[config.mk]
export PLATFORM = sky130hd
export DESIGN_NAME = posit_lut_loader_flat
export DESIGN_NICKNAME = d
export VERILOG_FILES = /design/src/rtl/posit_lut_loader_if.sv /design/src/rtl/posit_lut_loader.sv /design/src/flat_wrapper.sv
export SDC_FILE = /design/constraint.sdc
export NUM_CORES = 2
export LEC_CHECK = 0
export ABC_CLOCK_PERIOD_IN_PS = 2800
export CORE_ASPECT_RATIO = 1.1
export CORE_UTILIZATION = 40
export CTS_CLUSTER_DIAMETER = 30
export DETAILED_ROUTE_END_ITERATION = 12
export PLACE_DENSITY = 0.57
export SLEW_MARGIN = 20
export SYNTH_ARGS = -nofsm -noshare
export SYNTH_HDL_FRONTEND = slang
export SYNTH_SLANG_ARGS = --single-unit
[constraint.sdc]
create_clock -name i_clock -period 2.8 [get_ports i_clock]
set_input_delay 0.56 -clock i_clock [delete_from_list [all_inputs] [get_ports i_clock]]
set_output_delay 0.56 -clock i_clock [all_outputs]
set_load 0.005 [all_outputs]
[src/rtl/posit_lut_loader_if.sv]
// rtl/posit_lut_loader_if.sv - load stream and lookup bus of the runtime posit function table
interface posit_lut_loader_if #(
    parameter int WIDTH = 8
);
    logic             load_start;
    logic [WIDTH-1:0] load_data;
    logic             load_valid;
    logic             load_ready;
    logic             load_done;
    logic             table_valid;
    logic [15:0]      checksum;
    logic [WIDTH-1:0] lut_in;
    logic             lut_in_valid;
    logic [WIDTH-1:0] lut_out;
    logic             lut_out_valid;

    modport master (
        output load_start, load_data, load_valid, lut_in, lut_in_valid,
        input  load_ready, load_done, table_valid, checksum, lut_out, lut_out_valid
    );

    modport slave (
        input  load_start, load_data, load_valid, lut_in, lut_in_valid,
        output load_ready, load_done, table_valid, checksum, lut_out, lut_out_valid
    );
endinterface

[src/rtl/posit_lut_loader.sv]
// rtl/posit_lut_loader.sv - streams a 2^WIDTH-entry posit function table into memory and serves lookups
module posit_lut_loader #(
    parameter int WIDTH = 8,
    parameter int ES    = 1
) (
    input  logic                i_clock,
    input  logic                i_reset,
    posit_lut_loader_if.slave   io_lut
);
    localparam int DEPTH = 1 << WIDTH;

    // ES only tags the table's number format; reject values no posit of this width can hold
    if (ES < 0 || ES > WIDTH - 3) begin : g_bad_es
        $error("posit_lut_loader: ES out of range for WIDTH");
    end

    typedef enum logic [1:0] {
        ST_IDLE = 2'd0,
        ST_LOAD = 2'd1,
        ST_DONE = 2'd2
    } state_t;

    state_t            r_state;
    state_t            w_next_state;
    logic [WIDTH:0]    r_addr;
    logic [15:0]       r_checksum;
    logic              r_load_done;
    logic [WIDTH-1:0]  r_mem [DEPTH];
    logic [WIDTH-1:0]  r_lut_addr;
    logic              r_lut_q;
    logic [WIDTH-1:0]  r_lut_out;
    logic              r_lut_out_valid;

    logic              w_load_ready;
    logic              w_table_valid;
    logic              w_accept;
    logic              w_last_beat;

    assign w_accept    = io_lut.load_valid && w_load_ready;
    assign w_last_beat = (r_addr == (WIDTH+1)'(DEPTH - 1));

    always_ff @(posedge i_clock or posedge i_reset) begin
        if (i_reset) begin
            r_state <= ST_IDLE;
        end else begin
            r_state <= w_next_state;
        end
    end

    // load_start restarts from any state, including an unfinished load
    always_comb begin
        w_next_state = r_state;
        if (io_lut.load_start) begin
            w_next_state = ST_LOAD;
        end else begin
            case (r_state)
                ST_IDLE: w_next_state = ST_IDLE;
                ST_LOAD: if (w_accept && w_last_beat) w_next_state = ST_DONE;
                ST_DONE: w_next_state = ST_DONE;
                default: w_next_state = ST_IDLE;
            endcase
        end
    end

    always_comb begin
        w_load_ready  = 1'b0;
        w_table_valid = 1'b0;
        case (r_state)
            ST_LOAD: w_load_ready  = !io_lut.load_start;
            ST_DONE: w_table_valid = 1'b1;
            default: begin
                w_load_ready  = 1'b0;
                w_table_valid = 1'b0;
            end
        endcase
    end

    always_ff @(posedge i_clock or posedge i_reset) begin
        if (i_reset) begin
            r_addr      <= '0;
            r_checksum  <= '0;
            r_load_done <= 1'b0;
        end else begin
            r_load_done <= w_accept && w_last_beat;
            if (io_lut.load_start) begin
                r_addr     <= '0;
                r_checksum <= '0;
            end else if (w_accept) begin
                r_addr     <= r_addr + 1'b1;
                r_checksum <= r_checksum + 16'(io_lut.load_data);
            end
        end
    end

    always_ff @(posedge i_clock) begin
        if (w_accept) begin
            r_mem[r_addr[WIDTH-1:0]] <= io_lut.load_data;
        end
    end

    // Two-stage lookup; a dropped request leaves the previous result on lut_out
    always_ff @(posedge i_clock or posedge i_reset) begin
        if (i_reset) begin
            r_lut_addr      <= '0;
            r_lut_q         <= 1'b0;
            r_lut_out       <= '0;
            r_lut_out_valid <= 1'b0;
        end else begin
            r_lut_addr      <= io_lut.lut_in;
            r_lut_q         <= io_lut.lut_in_valid && w_table_valid;
            r_lut_out_valid <= r_lut_q;
            if (r_lut_q) begin
                r_lut_out <= r_mem[r_lut_addr];
            end
        end
    end

    assign io_lut.load_ready    = w_load_ready;
    assign io_lut.load_done     = r_load_done;
    assign io_lut.table_valid   = w_table_valid;
    assign io_lut.checksum      = r_checksum;
    assign io_lut.lut_out       = r_lut_out;
    assign io_lut.lut_out_valid = r_lut_out_valid;
endmodule

[src/flat_wrapper.sv]
// flat-port wrapper written by rule: the top's interface ports become plain ports
module posit_lut_loader_flat 
#(
    parameter int WIDTH = 8,
    parameter int ES    = 1
)
  (i_clock, i_reset, io_lut_load_start, io_lut_load_data, io_lut_load_valid, io_lut_lut_in, io_lut_lut_in_valid, io_lut_load_ready, io_lut_load_done, io_lut_table_valid, io_lut_checksum, io_lut_lut_out, io_lut_lut_out_valid);
  posit_lut_loader_if #(.WIDTH(WIDTH)) io_lut_i ();
  input  logic i_clock;
  input  logic i_reset;
  input wire logic [$bits(io_lut_i.load_start)-1:0] io_lut_load_start;
  input wire logic [$bits(io_lut_i.load_data)-1:0] io_lut_load_data;
  input wire logic [$bits(io_lut_i.load_valid)-1:0] io_lut_load_valid;
  input wire logic [$bits(io_lut_i.lut_in)-1:0] io_lut_lut_in;
  input wire logic [$bits(io_lut_i.lut_in_valid)-1:0] io_lut_lut_in_valid;
  output wire logic [$bits(io_lut_i.load_ready)-1:0] io_lut_load_ready;
  output wire logic [$bits(io_lut_i.load_done)-1:0] io_lut_load_done;
  output wire logic [$bits(io_lut_i.table_valid)-1:0] io_lut_table_valid;
  output wire logic [$bits(io_lut_i.checksum)-1:0] io_lut_checksum;
  output wire logic [$bits(io_lut_i.lut_out)-1:0] io_lut_lut_out;
  output wire logic [$bits(io_lut_i.lut_out_valid)-1:0] io_lut_lut_out_valid;
  assign io_lut_i.load_start = io_lut_load_start;
  assign io_lut_i.load_data = io_lut_load_data;
  assign io_lut_i.load_valid = io_lut_load_valid;
  assign io_lut_i.lut_in = io_lut_lut_in;
  assign io_lut_i.lut_in_valid = io_lut_lut_in_valid;
  assign io_lut_load_ready = io_lut_i.load_ready;
  assign io_lut_load_done = io_lut_i.load_done;
  assign io_lut_table_valid = io_lut_i.table_valid;
  assign io_lut_checksum = io_lut_i.checksum;
  assign io_lut_lut_out = io_lut_i.lut_out;
  assign io_lut_lut_out_valid = io_lut_i.lut_out_valid;
  posit_lut_loader #(.WIDTH(WIDTH), .ES(ES)) u_core (.i_clock(i_clock), .i_reset(i_reset), .io_lut(io_lut_i));
endmodule
==> results_dict.tcl <==
set metrics [dict create \
    synthFlopType "edfxtp_1" \
    p_int_w 0.0707 \
    reg2reg_from "u_core.r_lut_addr[0]" \
    p_comb_share_pct 4.7 \
    cts_buffer_depth 4 \
    ant_nets 0 \
    yosys_warnings 0 \
    synth.avg_cell_area_um2 21.0 \
    clock_power_share_pct 56.4 \
    synthArstFlopShare_pct 2.20 \
    power.density_nw_per_um2 840 \
    cpMostUsedCell "buf_12" \
    cts_root_buf "clkbuf_16" \
    status "finished with violations" \
    routedWlPerCell_um 28.3 \
    clkLatencyLatePin_ns 0.97 \
    firstDrtPassIters 5 \
    peakVddDrop_mv 0.750 \
    yosys-top-cells-area "edfxtp_1, mux4_2, mux2i_1" \
    antenna_found_initial 10 \
    h-tree-depth 5 \
    whs_path_depth 4 \
    finalMaxSlewViolations 0 \
    swShare_pct 21.1 \
    synth_top_area_share_pct 75.4 \
    fp-row-count 173 \
    synth_edf_count 2048 \
    setup.worst_path.start "u_core.r_lut_addr[0]" \
    fin_ws_ns -0.191 \
    die_width_um 432 \
    wirelength_um 225000 \
    startpoint_type "flop" \
    max_freq_mhz 334 \
    cts_tree "built" \
    regToRegSetupSlack_ns -0.19 \
    seqPwrFrac_pct 38.8 \
    synthesis.nets 3924 \
    worst_pin_slew_ns 1.13 \
    cap_violations 0 \
    cellLeakagePower_nw 36.2 \
    fp.dieH_um 476 \
    dpl_cell_area_um2 90500 \
    grt.total_usage_pct 22.0 \
    nFillCells 15600 \
    io_buffer_count 48 \
    coreArea_um2 202000 \
    pre_cts_ws_ns -0.464 \
    fin_skew_ns 0.0742 \
    crit_type "reg -> reg" \
    seq_area_um2 62700 \
    multiInputGateArea_um2 18300 \
    violations "setup timing" \
    post-route-min-period_ns 2.99 \
    synth-simple-area-share_pct 2.67 \
    dp.final_hpwl_um 140000 \
    ys_ff_latch 2094 \
    syn-instance-count 3887 \
    hold_path_class "in -> reg" \
    holdCritStartpoint "io_lut_load_data[1]" \
    rsz0062_at_grt "true" \
    required_ns 3.61 \
    synthAdderAreaFrac_pct 0.255 \
    clkSlewWorstSetupHoldPaths_ns 0.05 \
    ff2ff_path_depth 11 \
    fin_area_um2 107000 \
    initial_core_util_pct 40.3 \
    drtIter0Drc 4637 \
    synthXorXnorAreaFrac_pct 0.0859 \
    r2r-end "u_core.io_lut.lut_out[4]" \
    synth.largest_area_cell "edfxtp_1" \
    die_area_um2 206000 \
    total_power_w 0.0896 \
    synthMuxAreaShare_pct 15.9 \
    synth_top_family_by_area "multiplexers" \
    path_cells "buf_12, buf_16, buf_16, buf_12, buf_12, mux4_2, mux2i_1, o21ai_1, a41oi_4, buf_6, o2111ai_2" \
    synth_common_cells "edfxtp_1, mux4_2, nor2_1, mux2i_1, clkbuf_1" \
    grt_pass1_vias 45500 \
    grt_overflow_total 0 \
    synth_compound_area_share_pct 2.58 \
    grt_first_pass_wirelength_um 323000 \
    areaGrowthSynthToFinish_pct 30.8 \
    cts_made_buffers 430 \
    min_period_over_period_pct 107 \
    vias 43500 \
    p_switching_w 0.0189 \
    syn_area_um2 81500 \
    fin_util_pct 52.7 \
    slew_headroom_pct 24.5 \
    crit_path_end_kind "flop" \
    globalplace.congestion 0.836 \
    worstPathArrival_ns 3.80 \
    cp_slowest_cell "mux4_2" \
    hold_viol_final 0 \
    nets 4909 \
    setup_viol 8 \
    remaining_drc_errors 0 \
    vias_per_cell 5.49 \
    ys_seq_area_share_pct 76.8 \
    whs_endpoint "u_core.io_lut.checksum[1]" \
    synth_cell_types 55 \
    ios 49 \
    slowest_delay_ns 0.51 \
    grt_max_degree 185 \
    layout-drive-gt1-share_pct 39.2 \
    cts.sinks 2094 \
    post-synth-top-count-cell "edfxtp_1" \
    path_max_fanout 18 \
]
through the flow:
stage	instances	TNS (ns)	hold WS [ns]
6_report	7932	-1.04	0.0806
5_1_grt	7932	-1.62	0.0632
3_3_place_gp	7101	-3.14	0.495
2_1_floorplan	3887	0	0.385
4_1_cts	7920	-0.714	0.0222
3_5_place_dp	7101	-3.20	0.504
critical path: cells and delay by family (launching register included):
kind	cells	cell delay [ns]
compound gates	3	0.67
buf+inv	6	0.93
mux	2	0.71
flops	1	0.49
cells by family (layout without fill, tap and decap cells):
group,after synthesis,in the layout
DFF,2094,2094
muxes,703,703
and+or+nand+nor,505,505
AOI/OAI and AO/OA,305,305
buffers and inverters,256,1588
adders and majority gates,16,16
xor gates and xnor gates,8,8
other,0,1
power by group through the flow:
stage / Combinational (W) / Clock [W] / Sequential [W]
after floorplan: 0.00184 / 0 / 0.0352
after global placement: 0.00391 / 0 / 0.0354
after detailed placement: 0.00395 / 0 / 0.0354
after CTS: 0.00425 / 0.0512 / 0.0348
after global routing: 0.00449 / 0.0527 / 0.0348
final: 0.00423 / 0.0506 / 0.0348
placed cells by master (no fill, tap or decap), types with 42 or more instances in the layout:
master     synthesis  layout
edfxtp_1        2048    2048
buf_4             39     606
mux4_2           473     473
clkbuf_16          0     440
nor2_1           312     301
mux2i_1          191     183
buf_12             0      86
clkinv_2           0      68
bufinv_16          0      63
nand2_1           59      58
a21oi_1           69      55
clkbuf_1         113      51
clkinv_1           0      48
clkinv_4           0      45
o221ai_1          44      44
dfrtp_1           46      42
final cells by class:
cell class | count | area share (%)
diodes | 1 | 0.00235
clock buffers | 491 | 10.5
clock inverters | 288 | 3.13
inverters | 20 | 0.0716
multi-input cells | 1537 | 17.1
flip-flops and latches | 2094 | 58.8
well taps | 2712 | 3.18
repair buffers | 789 | 7.23
layer usage:
layer | routed length [um] | vias to the layer above | track usage, %
li1 | - | 18300 | -
met1 | 89700 | 23100 | 28.7
met2 | 111000 | 1763 | 36.5
met3 | 16400 | 366 | 4.73
met4 | 6960 | 6 | 7.73
met5 | 27 | - | 0
timing repair:
| item | 4_1_cts | 5_1_grt |
|---|---|---|
| resized for setup | 167 | 38 |
| hold buffers | 3 | 0 |
| setup endpoints to repair | 9 | 11 |
| gates cloned | 12 | 1 |
| setup buffers | 32 | 15 |
| hold endpoints to repair | 11 | 0 |
| pin swaps | 33 | 26 |
how the worst max path moves through the flow:
stage / cells after the start / to
CTS: 10 / u_core.io_lut.lut_out[4]
floorplan: 7 / u_core.r_mem[112][0]
detailed placement: 9 / u_core.io_lut.lut_out[4]
global placement: 10 / u_core.io_lut.lut_out[4]
global route: 10 / u_core.io_lut.lut_out[4]
finish: 11 / u_core.io_lut.lut_out[4]
sequential cells by signal (all words and copies together), names as in the netlist:
name and cells:
u_core.r_state 2, u_core.io_lut.load_done 1, u_core.r_lut_q 1, u_core.r_mem 2048, u_core.r_addr 9, u_core.r_lut_addr 8
u_core.io_lut.lut_out 8, u_core.io_lut.lut_out_valid 1, u_core.io_lut.checksum 16
(Power assumes the default switching activity.)
